--- config.mk ---
export PLATFORM = sky130hd
export DESIGN_NAME = pwm_deadtime
export DESIGN_NICKNAME = d
export VERILOG_FILES = /design/src/rtl/pwm_deadtime.sv
export SDC_FILE = /design/constraint.sdc
export NUM_CORES = 1
export LEC_CHECK = 0
export CAP_MARGIN = 0
export CELL_PAD_IN_SITES_DETAIL_PLACEMENT = 0
export CELL_PAD_IN_SITES_GLOBAL_PLACEMENT = 2
export CORE_MARGIN = 1.5
export CORE_UTILIZATION = 31
export DETAILED_ROUTE_END_ITERATION = 10
export PLACE_DENSITY_LB_ADDON = 0.1
export RECOVER_POWER = 50
export SYNTH_ARGS = -nofsm -noshare
export SYNTH_HDL_FRONTEND = slang
export SYNTH_SLANG_ARGS = --single-unit
--- constraint.sdc ---
create_clock -name clk -period 2.4 [get_ports clk]
set_clock_uncertainty 0.1 [all_clocks]
set_input_delay 0.72 -clock clk [delete_from_list [all_inputs] [get_ports clk]]
set_output_delay 0.72 -clock clk [all_outputs]
set_load 0.02 [all_outputs]
--- src/rtl/pwm_deadtime.sv ---
// pwm_deadtime
//   Converts a single PWM waveform into complementary high-side / low-side
//   gate drives for a half-bridge, inserting a programmable dead band on
//   every transition so both switches are never on together.
//
//   Optional feature macro: PWM_DT_FAULT_EN
//     When defined, adds a fault input that forces both drives off and
//     latches a fault flag until enable is dropped.
//
// Ports
//   clk           in   1         system clock, rising edge
//   rst           in   1         synchronous active-high reset
//   enable        in   1         1 = drive outputs, 0 = both off
//   pwm_in        in   1         PWM waveform from the PWM generator
//   dt_cycles     in   DT_WIDTH  dead time in clk cycles (0 behaves as 1)
//   fault         in   1         (PWM_DT_FAULT_EN) force off and latch
//   fault_latched out  1         (PWM_DT_FAULT_EN) latched fault flag
//   out_hi        out  1         high-side gate drive
//   out_lo        out  1         low-side gate drive
//   dt_active     out  1         1 while in the dead band
module pwm_deadtime #(
  parameter int DT_WIDTH = 8
) (
  input  logic                clk,
  input  logic                rst,
  input  logic                enable,
  input  logic                pwm_in,
  input  logic [DT_WIDTH-1:0] dt_cycles,
`ifdef PWM_DT_FAULT_EN
  input  logic                fault,
  output logic                fault_latched,
`endif
  output logic                out_hi,
  output logic                out_lo,
  output logic                dt_active
);

`ifdef PWM_DT_FAULT_EN
  typedef enum logic [2:0] {IDLE, DEAD, HI, LO, FAULTED} state_t;
`else
  typedef enum logic [1:0] {IDLE, DEAD, HI, LO} state_t;
`endif

  state_t              state_q, state_d;
  logic [DT_WIDTH-1:0] cnt_q, cnt_d;
  logic                pwm_q;

  // Counter load value for a dead band of max(dt,1) cycles: the DEAD state
  // is held for load+1 cycles, so load = dt_eff - 1 (0 for dt of 0 or 1).
  function automatic logic [DT_WIDTH-1:0] dead_load(input logic [DT_WIDTH-1:0] dt);
    if (dt == '0) return '0;
    else          return dt - DT_WIDTH'(1);
  endfunction

  always_comb begin
    state_d = state_q;
    cnt_d   = cnt_q;
`ifdef PWM_DT_FAULT_EN
    if (fault) begin
      state_d = FAULTED;
      cnt_d   = '0;
    end else
`endif
    if (!enable) begin
      state_d = IDLE;
      cnt_d   = '0;
    end else begin
      case (state_q)
        IDLE: begin
          state_d = DEAD;
          cnt_d   = dead_load(dt_cycles);
        end
        DEAD: begin
          // Exit follows the current pwm_q, so a pulse shorter than the
          // dead band is swallowed without a second band.
          if (cnt_q != '0) cnt_d = cnt_q - DT_WIDTH'(1);
          else             state_d = pwm_q ? HI : LO;
        end
        HI: begin
          if (!pwm_q) begin
            state_d = DEAD;
            cnt_d   = dead_load(dt_cycles);
          end
        end
        LO: begin
          if (pwm_q) begin
            state_d = DEAD;
            cnt_d   = dead_load(dt_cycles);
          end
        end
`ifdef PWM_DT_FAULT_EN
        FAULTED: state_d = FAULTED;
`endif
        default: state_d = IDLE;
      endcase
    end
  end

  // Input stage, state register and registered output decode. Outputs are
  // decoded from the next state into flops so they never glitch.
  always_ff @(posedge clk) begin
    if (rst) begin
      pwm_q         <= 1'b0;
      state_q       <= IDLE;
      cnt_q         <= '0;
      out_hi        <= 1'b0;
      out_lo        <= 1'b0;
      dt_active     <= 1'b0;
`ifdef PWM_DT_FAULT_EN
      fault_latched <= 1'b0;
`endif
    end else begin
      pwm_q         <= pwm_in;
      state_q       <= state_d;
      cnt_q         <= cnt_d;
      out_hi        <= (state_d == HI);
      out_lo        <= (state_d == LO);
      dt_active     <= (state_d == DEAD);
`ifdef PWM_DT_FAULT_EN
      fault_latched <= (state_d == FAULTED);
`endif
    end
  end

endmodule
==> metrics.md <==
| Metric | Value |
|---|---|
| Share of the yosys chip area belonging to registers | `between 20% and 30%` |
| Number of global-route vias before repair | `approximately 860` |
| FMAX | `around 440 MHz` |
| Leading post-synthesis cells by instance count | `sky130_fd_sc_hd__dfxtp_1 (14), sky130_fd_sc_hd__a21oi_1 (11), sky130_fd_sc_hd__nor2_1 (9), sky130_fd_sc_hd__nor2b_1 (6)` |
| Total Routing Usage GR | `between 10% and 20%` |
| Main combinational cell family by area after synthesis | `simple AND/OR/NAND/NOR gates` |
| Insertion delay to the later sink of the worst-skew pair | `290 ps` |
| CTS tree | `done` |
| Total power density per cell area | `between 400 and 500 nW/um^2` |
| Clock root buffer | `sky130_fd_sc_hd__clkbuf_4` |
| Flip-flop and latch area | `roughly 280 um^2` |
| Number of placement rows | `19` |
| Post-route total power | `604 uW` |
| Initial antenna violation count | `0` |
| Number of failing hold endpoints at the final stage | `0` |
| Area taken by multi-input logic gates | `roughly 640 um^2` |
| Arrival time of the worst setup path | `2370 ps` |
| Drt via density | `approximately 5.5` |
| Xor and xnor area share after synthesis | `about 4.6%` |
| Highest net fanout along the worst path | `4` |
| Number of DRC markers in iteration 0 | `22` |
| Pin count of the biggest net entering global routing | `13` |
| Multiplexer fraction of the synthesized cell area | `0%` |
| Syn Inst Count | `110` |
| Average wire length per cell after detail routing | `~14 um` |
| Number of buffers inserted during clock tree synthesis | `3` |
| Top cells by area, synth | `sky130_fd_sc_hd__dfxtp_1 (29%), sky130_fd_sc_hd__a21oi_1 (5.8%), sky130_fd_sc_hd__ha_1 (5.3%), sky130_fd_sc_hd__nor4_4 (4.5%), sky130_fd_sc_hd__nor2b_1 (3.9%)` |
| Clock-pin slew of the registers on the worst-case setup and hold paths | `around 90 ps` |
| CTS HTree Levels | `1` |
| # Max-Cap Violations | `0` |
| Critical path, cell by cell | `clkdlybuf4s50_1 > inv_1 > ha_1 > nor3b_2 > buf_4 > a221oi_2 > a21oi_1 > a211oi_2` |
| Dominant cell by count in the synthesized netlist | `sky130_fd_sc_hd__dfxtp_1` |
| Syn avg cell area | `8.66 um^2` |
| Placed cell count | `~170` |
| Number of filler cells placed in the layout | `approximately 310` |
| Final routed DRC violation total | `0` |
| Post-synthesis share of cell area spent on full adders, half adders and majority gates | `5.26%` |
| Post-Layout Cell Count | `170` |
| Share of cells above drive strength 1 | `18.0%` |
| Worst Setup Path Type | `in2reg` |
| Leftover overflow at the end of global routing | `0` |
| Core box area | `around 2800 um^2` |
| Vertical die dimension | `slightly below 60 um` |
| Number of sinks on the clock net | `14` |
| Area of the die | `approximately 3400 um^2` |
| Post-route ant nets | `0` |
| ANT cells | `0` |
| Final nets | `around 160` |
| Slew at the pin with the worst max-slew slack | `about 680 ps` |
| Buffers from clock root to sink, at most | `2` |
| Kind of end point of the critical path | `flop` |
| DIE WIDTH | `58.4 um` |
| Leakage power summed over all cells | `0.000495 uW` |
| Count of endpoints failing setup in the final report | `0` |
| Top FF cell, synth | `sky130_fd_sc_hd__dfxtp_1` |
| RSZ-0062 raised after global routing | `false` |
| Hold WC Path Type | `reg2reg` |
| Gates resized, CTS repair | `0` |
| Sum of routed wire length over all layers | `roughly 2400 um` |
| Required time of the critical path | `2520 ps` |
| Yosys synthesis warning count | `0` |
| Count of flip-flops with a built-in enable after synthesis | `0` |
| Detail Placement HPWL | `about 1900 um` |
| Simple-gate share of the synthesized area | `~29%` |
| Number of distinct library cells after synthesis | `36` |
| Post-CTS setup repair buffer count | `0` |
| Synth Net Count | `around 130` |
| Top-level port count | `15` |
| Final Critical Period | `between 2000 and 2500 ps` |
| Number of buffer cells added on primary ports | `14` |
| Via count | `930` |
| Area growth from synthesis to final layout | `31.3%` |
| Synth top area share | `between 20% and 30%` |
| Cell with the biggest individual delay on the critical path | `sky130_fd_sc_hd__clkdlybuf4s50_1` |
| Routability congestion estimate | `0.823` |
| Startpoint kind of the worst setup timing path | `primary input` |
| Starting utilization of the core area | `roughly 34%` |
| Global-route wire length before repair | `about 4000 um` |
| Number of buffers added to fix hold violations after cts | `0` |
| Worst slew margin relative to its limit | `between 50% and 60%` |
| Share of synthesized registers carrying an async set or reset | `0%` |
| Worst-case vdd ir drop | `between 200 and 300 uV` |
| Complex-gate fraction of the synthesized area | `28.6%` |
| Final cycle utilization of the critical path | `between 90% and 100%` |
| Flip-flop and latch count after synthesis | `14` |
| Result of the run | `finished, final reports clean` |
| Peak per-stage delay on the critical path | `520 ps` |
| Syn Std Cell Area | `952 um^2` |
| Max Slew Vio Count | `0` |
| Cell type contributing the most total cell area after synthesis | `sky130_fd_sc_hd__dfxtp_1` |
| Number of optimization iterations in the first detailed-route pass | `4` |
==> cells by family (layout without fill, tap and decap cells) <==
family                   count (synthesis)  count (layout)
XOR/XNOR                                 5               5
AO/OA/AOI/OAI                           37              37
adder cells (fa/ha/maj)                  4               4
flip-flops                              14              14
AND/OR/NAND/NOR                         43              43
buffers and inverters                    7              36
==> critical path: cells and delay by family <==
kind                     cells  cell delay [ps]
buffers and inverters        3              750
AO/OA/AOI/OAI                3              520
adder cells (fa/ha/maj)      1              210
AND/OR/NAND/NOR              1              170
==> stage by stage <==
stage	cell area, um^2	util, %	worst slack [ps]	hold slack [ps]	setup TNS (ps)
final	1250	44.2	143	416	0
after global routing	1250	44.2	27.8	438	0
after CTS	1250	44.3	136	423	0
after detailed placement	1220	43.0	-174	404	-896
after global placement	1220	43.0	-115	410	-609
after floorplan	952	-	266	373	0
==> registers in the layout, summed over array words and instances (netlist names) <==
| register | cells |
|---|---|
| pwm_q | 1 |
| state_q | 2 |
| out_lo | 1 |
| out_hi | 1 |
| dt_active | 1 |
| cnt_q | 8 |
==> final timing paths <==
path	start	endpoint	slack, ps	cells past startpoint
worst max-delay path	dt_cycles[0]	cnt_q[3]	140	8
worst min-delay path	pwm_q	out_lo	420	1
worst max register to register	cnt_q[3]	cnt_q[1]	320	4
worst min register to register	pwm_q	out_lo	420	1
==> cell type report <==
class / instances / share of cell area [%]
Timing Repair Buffer: 27 / 19.0
Multi-Input combinational cell: 89 / 51.1
Clock buffer: 4 / 2.90
Tap cell: 31 / 3.10
Inverter: 5 / 1.50
Sequential cell: 14 / 22.4
==> cells in the final DEF (no fill, tap or decap), types with 3 or more instances in the layout <==
master | Yosys | layout
sky130_fd_sc_hd__a211oi_1 | 3 | 3
sky130_fd_sc_hd__a21oi_1 | 11 | 11
sky130_fd_sc_hd__buf_4 | 1 | 13
sky130_fd_sc_hd__clkbuf_4 | 0 | 3
sky130_fd_sc_hd__clkdlybuf4s50_1 | 0 | 11
sky130_fd_sc_hd__dfxtp_1 | 14 | 14
sky130_fd_sc_hd__dlygate4sd3_1 | 0 | 3
sky130_fd_sc_hd__ha_1 | 4 | 4
sky130_fd_sc_hd__inv_1 | 5 | 5
sky130_fd_sc_hd__nand2_1 | 5 | 5
sky130_fd_sc_hd__nand2b_1 | 3 | 3
sky130_fd_sc_hd__nor2_1 | 9 | 9
sky130_fd_sc_hd__nor2b_1 | 6 | 6
sky130_fd_sc_hd__nor3_1 | 5 | 5
sky130_fd_sc_hd__nor3b_1 | 5 | 4
sky130_fd_sc_hd__o21ai_0 | 3 | 3
sky130_fd_sc_hd__o311ai_0 | 3 | 3
sky130_fd_sc_hd__o31ai_1 | 3 | 3
sky130_fd_sc_hd__xor2_1 | 4 | 4
==> report_power, final <==
group          total (uW)  leakage [uW]  internal [uW]  switching (uW)
clock                 175     0.0000210           92.6            82.8
combinational         169      0.000359           81.1            87.6
sequential            260      0.000115            246            14.9
total                 604      0.000495            419             185
==> layer usage <==
metal  part of all wire [%]  global-route usage (%)  wire length (um)
met3                    3.5                    4.62                84
met5                      0                       0                 0
met4                   0.87                    3.99                21
met1                     52                    21.7              1260
met2                     44                    22.8              1060
Power figures use the tool's default switching activity.
